==> src/rtl/seq_rightshift_pkg.sv <==
// Shared ALU shifter definitions: FSM state encoding, shift-mode constants
// and the default datapath geometry used by seq_rightshift.
package seq_rightshift_pkg;

    localparam int WIDTH_DEF   = 32;
    localparam int SHAMT_W_DEF = 5;

    typedef enum logic [1:0] {
        IDLE  = 2'd0,
        SHIFT = 2'd1,
        DONE  = 2'd2
    } state_e;

    localparam logic SHIFT_SRL = 1'b0;
    localparam logic SHIFT_SRA = 1'b1;

endpackage

==> src/rtl/seq_rightshift_stage.sv <==
// rshift_stage: one conditional stage of a log right shifter.
//   data  : word to shift
//   en    : 1 = shift right by 2^stage, 0 = pass through
//   stage : stage index (shift distance is 2^stage)
//   fill  : value for vacated MSBs
//   y     : shifted word
module rshift_stage #(
    parameter int WIDTH = 32,
    parameter int STG_W = 3
) (
    input  logic [WIDTH-1:0] data,
    input  logic             en,
    input  logic [STG_W-1:0] stage,
    input  logic             fill,
    output logic [WIDTH-1:0] y
);

    logic [WIDTH-1:0] mask;
    logic [WIDTH-1:0] shifted;

    always_comb begin
        shifted = data >> (1 << stage);
        // ones over the vacated top bits
        mask    = ~({WIDTH{1'b1}} >> (1 << stage));
        y       = en ? (shifted | ({WIDTH{fill}} & mask)) : data;
    end

endmodule

==> src/rtl/seq_rightshift.sv <==
// seq_rightshift: multi-cycle SRL/SRA, one log-shifter stage per clock.
//   clk, rst_n : clock, async active-low reset
//   start      : request, accepted in IDLE or DONE
//   arith      : 1 = SRA, 0 = SRL (latched with start)
//   a, b       : operand and full-width shift amount (latched with start)
//   busy       : high while shifting
//   done       : one-cycle result-valid pulse
//   s          : result, held until the next result is produced
module seq_rightshift
    import seq_rightshift_pkg::*;
#(
    parameter int WIDTH   = WIDTH_DEF,
    parameter int SHAMT_W = SHAMT_W_DEF
) (
    input  logic             clk,
    input  logic             rst_n,
    input  logic             start,
    input  logic             arith,
    input  logic [WIDTH-1:0] a,
    input  logic [WIDTH-1:0] b,
    output logic             busy,
    output logic             done,
    output logic [WIDTH-1:0] s
);

    localparam int STG_W = (SHAMT_W > 1) ? $clog2(SHAMT_W) : 1;

    state_e             state_q, state_d;
    logic [WIDTH-1:0]   data_q,  data_d;
    logic [SHAMT_W-1:0] amt_q,   amt_d;
    logic [STG_W-1:0]   stage_q, stage_d;
    logic               mode_q,  mode_d;
    logic               ovf_q,   ovf_d;
    logic               busy_q,  busy_d;
    logic               done_q,  done_d;
    logic [WIDTH-1:0]   s_q,     s_d;

    logic [WIDTH-1:0]   stage_y;
    logic [WIDTH-1:0]   ovf_val;
    logic               fill;

    // With SRA the MSB never changes while shifting (fill is the MSB),
    // so data_q[WIDTH-1] is the original sign in every stage.
    assign fill    = (mode_q == SHIFT_SRA) & data_q[WIDTH-1];
    assign ovf_val = (mode_q == SHIFT_SRA) ? {WIDTH{data_q[WIDTH-1]}} : '0;

    // amt_q is shifted down each stage, so bit 0 always belongs to stage_q.
    rshift_stage #(.WIDTH(WIDTH), .STG_W(STG_W)) u_stage (
        .data  (data_q),
        .en    (amt_q[0]),
        .stage (stage_q),
        .fill  (fill),
        .y     (stage_y)
    );

    always_comb begin
        state_d = state_q;
        data_d  = data_q;
        amt_d   = amt_q;
        stage_d = stage_q;
        mode_d  = mode_q;
        ovf_d   = ovf_q;
        busy_d  = busy_q;
        done_d  = 1'b0;
        s_d     = s_q;

        unique case (state_q)
            IDLE, DONE: begin
                if (state_q == DONE) state_d = IDLE;
                if (start) begin
                    data_d  = a;
                    amt_d   = b[SHAMT_W-1:0];
                    mode_d  = arith;
                    ovf_d   = |b[WIDTH-1:SHAMT_W];
                    stage_d = '0;
                    state_d = SHIFT;
                    busy_d  = 1'b1;
                end
            end
            SHIFT: begin
                data_d  = stage_y;
                amt_d   = amt_q >> 1;
                stage_d = stage_q + 1'b1;
                // fixed latency: all stages run even for zero/overflow amounts
                if (stage_q == STG_W'(SHAMT_W-1)) begin
                    state_d = DONE;
                    busy_d  = 1'b0;
                    done_d  = 1'b1;
                    s_d     = ovf_q ? ovf_val : stage_y;
                end
            end
            default: begin
                state_d = IDLE;
                busy_d  = 1'b0;
            end
        endcase
    end

    always_ff @(posedge clk or negedge rst_n) begin
        if (!rst_n) begin
            state_q <= IDLE;
            data_q  <= '0;
            amt_q   <= '0;
            stage_q <= '0;
            mode_q  <= SHIFT_SRL;
            ovf_q   <= 1'b0;
            busy_q  <= 1'b0;
            done_q  <= 1'b0;
            s_q     <= '0;
        end else begin
            state_q <= state_d;
            data_q  <= data_d;
            amt_q   <= amt_d;
            stage_q <= stage_d;
            mode_q  <= mode_d;
            ovf_q   <= ovf_d;
            busy_q  <= busy_d;
            done_q  <= done_d;
            s_q     <= s_d;
        end
    end

    assign busy = busy_q;
    assign done = done_q;
    assign s    = s_q;

endmodule
==> config.mk <==
export PLATFORM = sky130hd
export DESIGN_NAME = seq_rightshift
export DESIGN_NICKNAME = d
export VERILOG_FILES = /design/src/rtl/seq_rightshift_pkg.sv /design/src/rtl/seq_rightshift_stage.sv /design/src/rtl/seq_rightshift.sv
export SDC_FILE = /design/constraint.sdc
export NUM_CORES = 1
export LEC_CHECK = 0
export CORE_ASPECT_RATIO = 0.6
export CORE_MARGIN = 5
export CORE_UTILIZATION = 50
export DETAILED_ROUTE_END_ITERATION = 6
export PLACE_DENSITY = 0.76
export SYNTH_ARGS = -nofsm -noshare
export SYNTH_HDL_FRONTEND = slang
export SYNTH_SLANG_ARGS = --single-unit
==> constraint.sdc <==
create_clock -name clk -period 5.8 [get_ports clk]
set_input_delay 0.58 -clock clk [delete_from_list [all_inputs] [get_ports clk]]
set_output_delay 0.58 -clock clk [all_outputs]
set_load 0.02 [all_outputs]
**Yosys cells after proc, flatten, opt, wreduce, memory -nomap -nowiden**

Index checks and enable logic that the tools add are counted.

- Reduce and logical (&&, ||, !) cells: 9
- Order comparisons: 0
- Add/subtract/negate cells: 1
- Shift operators: 3
- Multiplexer cells: 18
- Multiply operators: 0
- Equal/unequal tests: 6
- Divide/modulo/power cells: 0
- Bitwise logic cells: 4

Operator list:

| cell | count |
|---|---|
| $mux 32 | 4 |
| $pmux 32 s2 | 1 |
| $and 32x32->32 | 1 |
| $not 32->32 | 1 |
| $or 32x32->32 | 1 |
| $shl 1x3->32 const A | 1 |
| $shr 32x32->32 | 1 |
| $shr 32x32->32 const A | 1 |
| $reduce_or 27->1 | 1 |
| $pmux 5 s2 | 1 |
| $reduce_and 2->1 | 5 |
| $mux 2 | 3 |
| $pmux 3 s2 | 1 |
| $mux 5 | 1 |
| $mux 1 | 4 |
| $ne 2x2->1 const B | 2 |
| $pmux 2 s2 | 1 |
| $add 3x1->3 const B | 1 |
| $eq 3x3->1 const B | 1 |
| $mux 3 | 1 |
| $ne 3x3->1 const B | 1 |
| $eq 2x1->1 const B | 1 |
| $eq 2x2->1 const B | 1 |
| $logic_not 2->1 | 1 |
| other kinds (4) | 4 |

- Output and inout port bits: 34
- Memory bits (read-only): 0
- Register bits after elaboration: 78
- Bits in latches: 0
- Memories: 0
- RAM bits: 0

**Longest topological paths before layout**

- Word-level depth: 7
- Gate-level depth with buffers: 12
- Mapped depth without buffers: 9

**Hierarchy**

A second synthesis with hierarchy kept.

- Cell total of the unflattened synthesis: 610
- Area, all modules: 4993.5 sq um

By module, submodules not included:

| module | instances | seq. area each (sq um) | area an instance (sq um) | cells each |
|---|---|---|---|---|
| seq_rightshift | 1 | 1951.9 | 3422.0 | 390 |
| rshift_stage | 1 | 0.0 | 1571.5 | 220 |

**Worst setup path after synthesis**

No wires, ideal clock.

- Kind: register to register
- Start: register stage_q[0]
- End: register s_q[5], in the netlist s[5]
- Buffers on the path: 3
- Library setup time: 0.126 ns
- Path slack: 3.299 ns
- Period minus slack after synthesis: 2.501 ns
- Data arrival time: 2.375 ns
- Cell stages (with the launch flop): 12
- Path through: dfrtp_1 -> inv_1 -> ha_1 -> buf_2 -> buf_2 -> buf_2 -> mux2i_1 -> o22ai_1 -> a22o_1 -> a211oi_1 -> o221ai_1 -> a221o_1

- Word-level cells in the longest chain between the ends: 7
- Elaborated cells on any way between the ends: 10

Ends and longest elaborated chain:

| what | RTL line | RTL |
|---|---|---|
| from (decl) | seq_rightshift.sv:31 | `logic [STG_W-1:0] stage_q, stage_d;` |
| from (signal assigned) | seq_rightshift.sv:114 | `stage_q <= stage_d;` |
| $shl 1x3->32 | seq_rightshift_stage.sv:22, seq_rightshift_stage.sv:24 |  |
| $shr 32x32->32 | seq_rightshift_stage.sv:24 | `mask = ~({WIDTH{1'b1}} >> (1 << stage));` |
| $not 32->32 | seq_rightshift_stage.sv:24 |  |
| $and 32x32->32 | seq_rightshift_stage.sv:25 | `y = en ? (shifted \| ({WIDTH{fill}} & mask)) : data;` |
| $or 32x32->32 | seq_rightshift_stage.sv:25 |  |
| $mux 32 | seq_rightshift_stage.sv:25 |  |
| $mux 32 | seq_rightshift.sv:89 | `s_d = ovf_q ? ovf_val : stage_y;` |
| to (signal assigned) | seq_rightshift.sv:109 | `s_q <= '0;` |
| to (signal assigned) | seq_rightshift.sv:119 | `s_q <= s_d;` |
| to (decl) | seq_rightshift.sv:36 | `logic [WIDTH-1:0] s_q, s_d;` |

Several ways; a longest one is shown, not always the timed one.
A chain may end at the register's enable or synchronous reset.

**Worst setup path in the final report**

- Start: register stage_q[0]
- End: register s_q[4], in the netlist s[4]

Same word-level chain as after synthesis.

==> results by group <==
Floorplan
  – Die height: 93.0 µm
  – Die area: 13,800 µm²
  – Core Region: 11,300 µm²
  – Die W: 148 µm
  – Ports: 102
  – Starting Density: 51.0%
  – FP Rows: 30

Pwr
  – Pleak: 0.00296 µW
  – Internal power: 2510 µW
  – Net Sw Frac: 54.8%
  – Logic pwr share: 68.0%
  – Pwr per Cell Area: 796 nW/µm²
  – Worst vdd ir: 0.000403 V
  – Sequential Power Share: 22.2%
  – Psw: 3040 µW
  – Clock power share: 9.8%

Synth
  – Syn_nets: 734
  – XOR/XNOR Fraction of Synth Area: 0%
  – Top FF cell, synth: dfrtp_1
  – Sequential share of the synthesized area: 34.0%
  – Synthesized instance count: 660
  – Compound-Gate Fraction of Synth Area: 31.7%
  – Synth Area in Simple Gates: 13.0%
  – Async set-reset flop share out of synthesis: 100%
  – Post-Synthesis Mean Instance Area: 8.70 µm²
  – Mux cell area share after synthesis: 14.4%
  – Register bit total from synthesis: 78
  – Syn. warnings: 0
  – Synth Area in Adders: 1.31%
  – Post-synth EDFFs: 0
  – Cell Area, Synth: 5740 µm²
  – Largest family of logic cells by synthesized area: compound AO/OA/AOI/OAI gates
  – Synth cell types: 64

Global routing
  – GRT Util Overall: 35.1%
  – Vias in the first global route: 6,060
  – First-pass GRT wire length: 36.6 mm
  – Largest net degree at the start of global routing: 79
  – GRT overflow: 0
  – Initial antenna violation count: 0

Worst setup path
  – Top Family by Delay on Critical Path: simple AND/OR/NAND/NOR gates
  – Critical Path End Type: flip-flop
  – R2R setup slack: 1.60 ns
  – Type of the worst setup path: reg2reg
  – Max incr delay on CP: 0.75 ns
  – CP bufs+invs: 3
  – RR Startpoint: stage_q[0]
  – Slowest stage cell, crit path: inv_1
  – Critical-path cell list: inv_1, ha_2, buf_4, and2_0, nand2_1, inv_1, nand2_1, nor2_1, a221o_1
  – Depth of the most critical reg-to-reg path: 9
  – Crit Path Max Fanout: 26
  – Worst Path Arrival: 4.47 ns
  – CP Data Required Time: 6.07 ns
  – Worst setup SP type: flip-flop
  – FF-to-FF End: s[4]

Run status
  – Status: finished, final reports clean

Routing
  – Via count: 6,232
  – Drt total wl: 24.4 mm
  – Drt pass-1 iters: 7
  – DRT iter0 DRCs: 1,032
  – Post-DR vias/cell: 7.16
  – Routed len/inst: 28.1 µm
  – Residual DRC: 0
  – Antenna Nets Post-Route: 0

Timing
  – Count of pins over their slew limit: 0
  – Final setup viols: 0
  – Fmax: 0.238 GHz
  – Rel. slew slack: 18.7%
  – Worst setup margin: 1.60 ns
  – Post-route setup TNS: 0 ns
  – Slew @ Worst Pin: 1.21 ns
  – Fin Clk Skew: 0.00627 ns
  – Fin crit period: 4.20 ns
  – RSZ-0062 raised after global routing: no
  – Final Cycle Share: 72.4%
  – Final hold vios: 0

Clock network
  – CTS H-tree depth: 3
  – CTS sink cnt: 78
  – Post-CTS Setup Inserts: 0
  – Worst-path clk slew: 0.07 ns
  – Cts hold-fix bufs: 0
  – Total CTS buffers: 9
  – Clock Root Buffer: clkbuf_16
  – Worst skew pair latency: 0.34 ns
  – CTS max path bufs: 2
  – Post_cts resized: 0
  – TritonCTS clock tree: done

Layout
  – Layout cells sized above 1: 7.16%
  – Area Overhead vs Synth: 21.6%
  – Antenna diodes: 0
  – FF/Latch Area: 1950 µm²
  – Fillers: 950
  – Layout Nets: 795
  – Multi-input logic area: 3480 µm²
  – Most frequent cells in the layout: clkdlybuf4s50_1 (100), dfrtp_1 (78), mux2i_1 (70)
  – Commonest non-fill, non-tap cell in the layout: clkdlybuf4s50_1

Place
  – Port Buffers: 101
  – Hpwl dp: 17.7 mm
  – Dpl ws: 1.83 ns
  – GPL Wtd Cong: 1.01

Worst hold path
  – Hold Crit Class: in2async

Job
  – MaxCap Viol Count: 0
## cell usage after synthesis, types with 10 or more instances
| cell | instances | area [µm²] |
|---|---|---|
| a22oi_1 | 21 | 158 |
| a22o_1 | 10 | 87.6 |
| dfrtp_1 | 78 | 1950 |
| a221o_1 | 12 | 120 |
| buf_2 | 13 | 65.1 |
| o21ai_1 | 14 | 70.1 |
| nand3_1 | 11 | 55.1 |
| mux2i_1 | 70 | 701 |
| o211ai_1 | 11 | 82.6 |
| o21ai_0 | 56 | 280 |
| a211oi_1 | 10 | 75.1 |
| o22ai_1 | 31 | 194 |
| nor2_1 | 61 | 229 |
| nand2_1 | 51 | 191 |
| clkbuf_1 | 34 | 128 |
| a21oi_1 | 29 | 145 |
| a31oi_1 | 10 | 62.6 |
## cells by family (layout without fill, tap and decap cells)
family          Yosys count  after routing
flops                    78             78
buf+inv                  67            133
simple gates            166            166
fa+ha+maj                 6              6
compound gates          264            264
mux                      79             79
## worst reg2reg max path: cells and delay by family, from the launching register on
kind | cells | cell delay (ns)
AO/OA/AOI/OAI | 1 | 0.19
AND/OR/NAND/NOR | 4 | 1.70
adder cells (fa/ha/maj) | 1 | 0.44
flip-flops | 1 | 0.44
buffers and inverters | 3 | 1.36
## sequential cells by signal, summed over array words and instances (netlist names)
name / flops
data_q: 32
s: 32
amt_q: 5
stage_q: 3
state_q: 2
busy: 1
done: 1
mode_q: 1
ovf_q: 1
## worst max path at each step
| stage | cells after the start | from | slack [ns] | end |
|---|---|---|---|---|
| 2_1_floorplan | 11 | stage_q[0] | 3.30 | s[5] |
| 3_3_place_gp | 8 | stage_q[2] | 2.02 | data_q[11] |
| 3_5_place_dp | 9 | stage_q[0] | 1.83 | s[4] |
| 4_1_cts | 9 | stage_q[0] | 1.79 | s[4] |
| 5_1_grt | 9 | stage_q[0] | 1.38 | s[4] |
| 6_report | 9 | stage_q[0] | 1.60 | s[4] |
## power groups by stage
stage | clock, µW | sequential [µW] | combinational, µW
final | 544 | 1240 | 3780
after CTS | 541 | 1200 | 3610
after floorplan | 0 | 1150 | 2410
after global routing | 568 | 1250 | 3970
after detailed placement | 0 | 1200 | 3590
after global placement | 0 | 1190 | 3560
## per-layer routing
layer	part of all wire, %	GRT usage, %
met1	42	50.1
met2	39	47.6
met3	17	17.5
met4	2.2	7.23
met5	0	0
## through the flow
stage	instance area [µm²]	power (µW)	hold slack, ns	instances	util [%]
2_1_floorplan	5740	3560	0.284	660	-
3_3_place_gp	6710	4760	0.469	854	59.5
6_report	6980	5560	0.379	870	62.0
4_1_cts	6980	5350	0.440	870	62.0
5_1_grt	6980	5790	0.487	870	62.0
3_5_place_dp	6710	4790	0.474	854	59.5
## area by class of cell
type                    instances  share of cell area, %
multi-input cells             515                   49.8
flip-flops and latches         78                   28.0
inverters                       9                  0.484
clock inverters                 6                  0.663
clock buffers                  10                   3.28
repair buffers                108                   15.2
well taps                     144                   2.58
(Power assumes the default switching activity.)
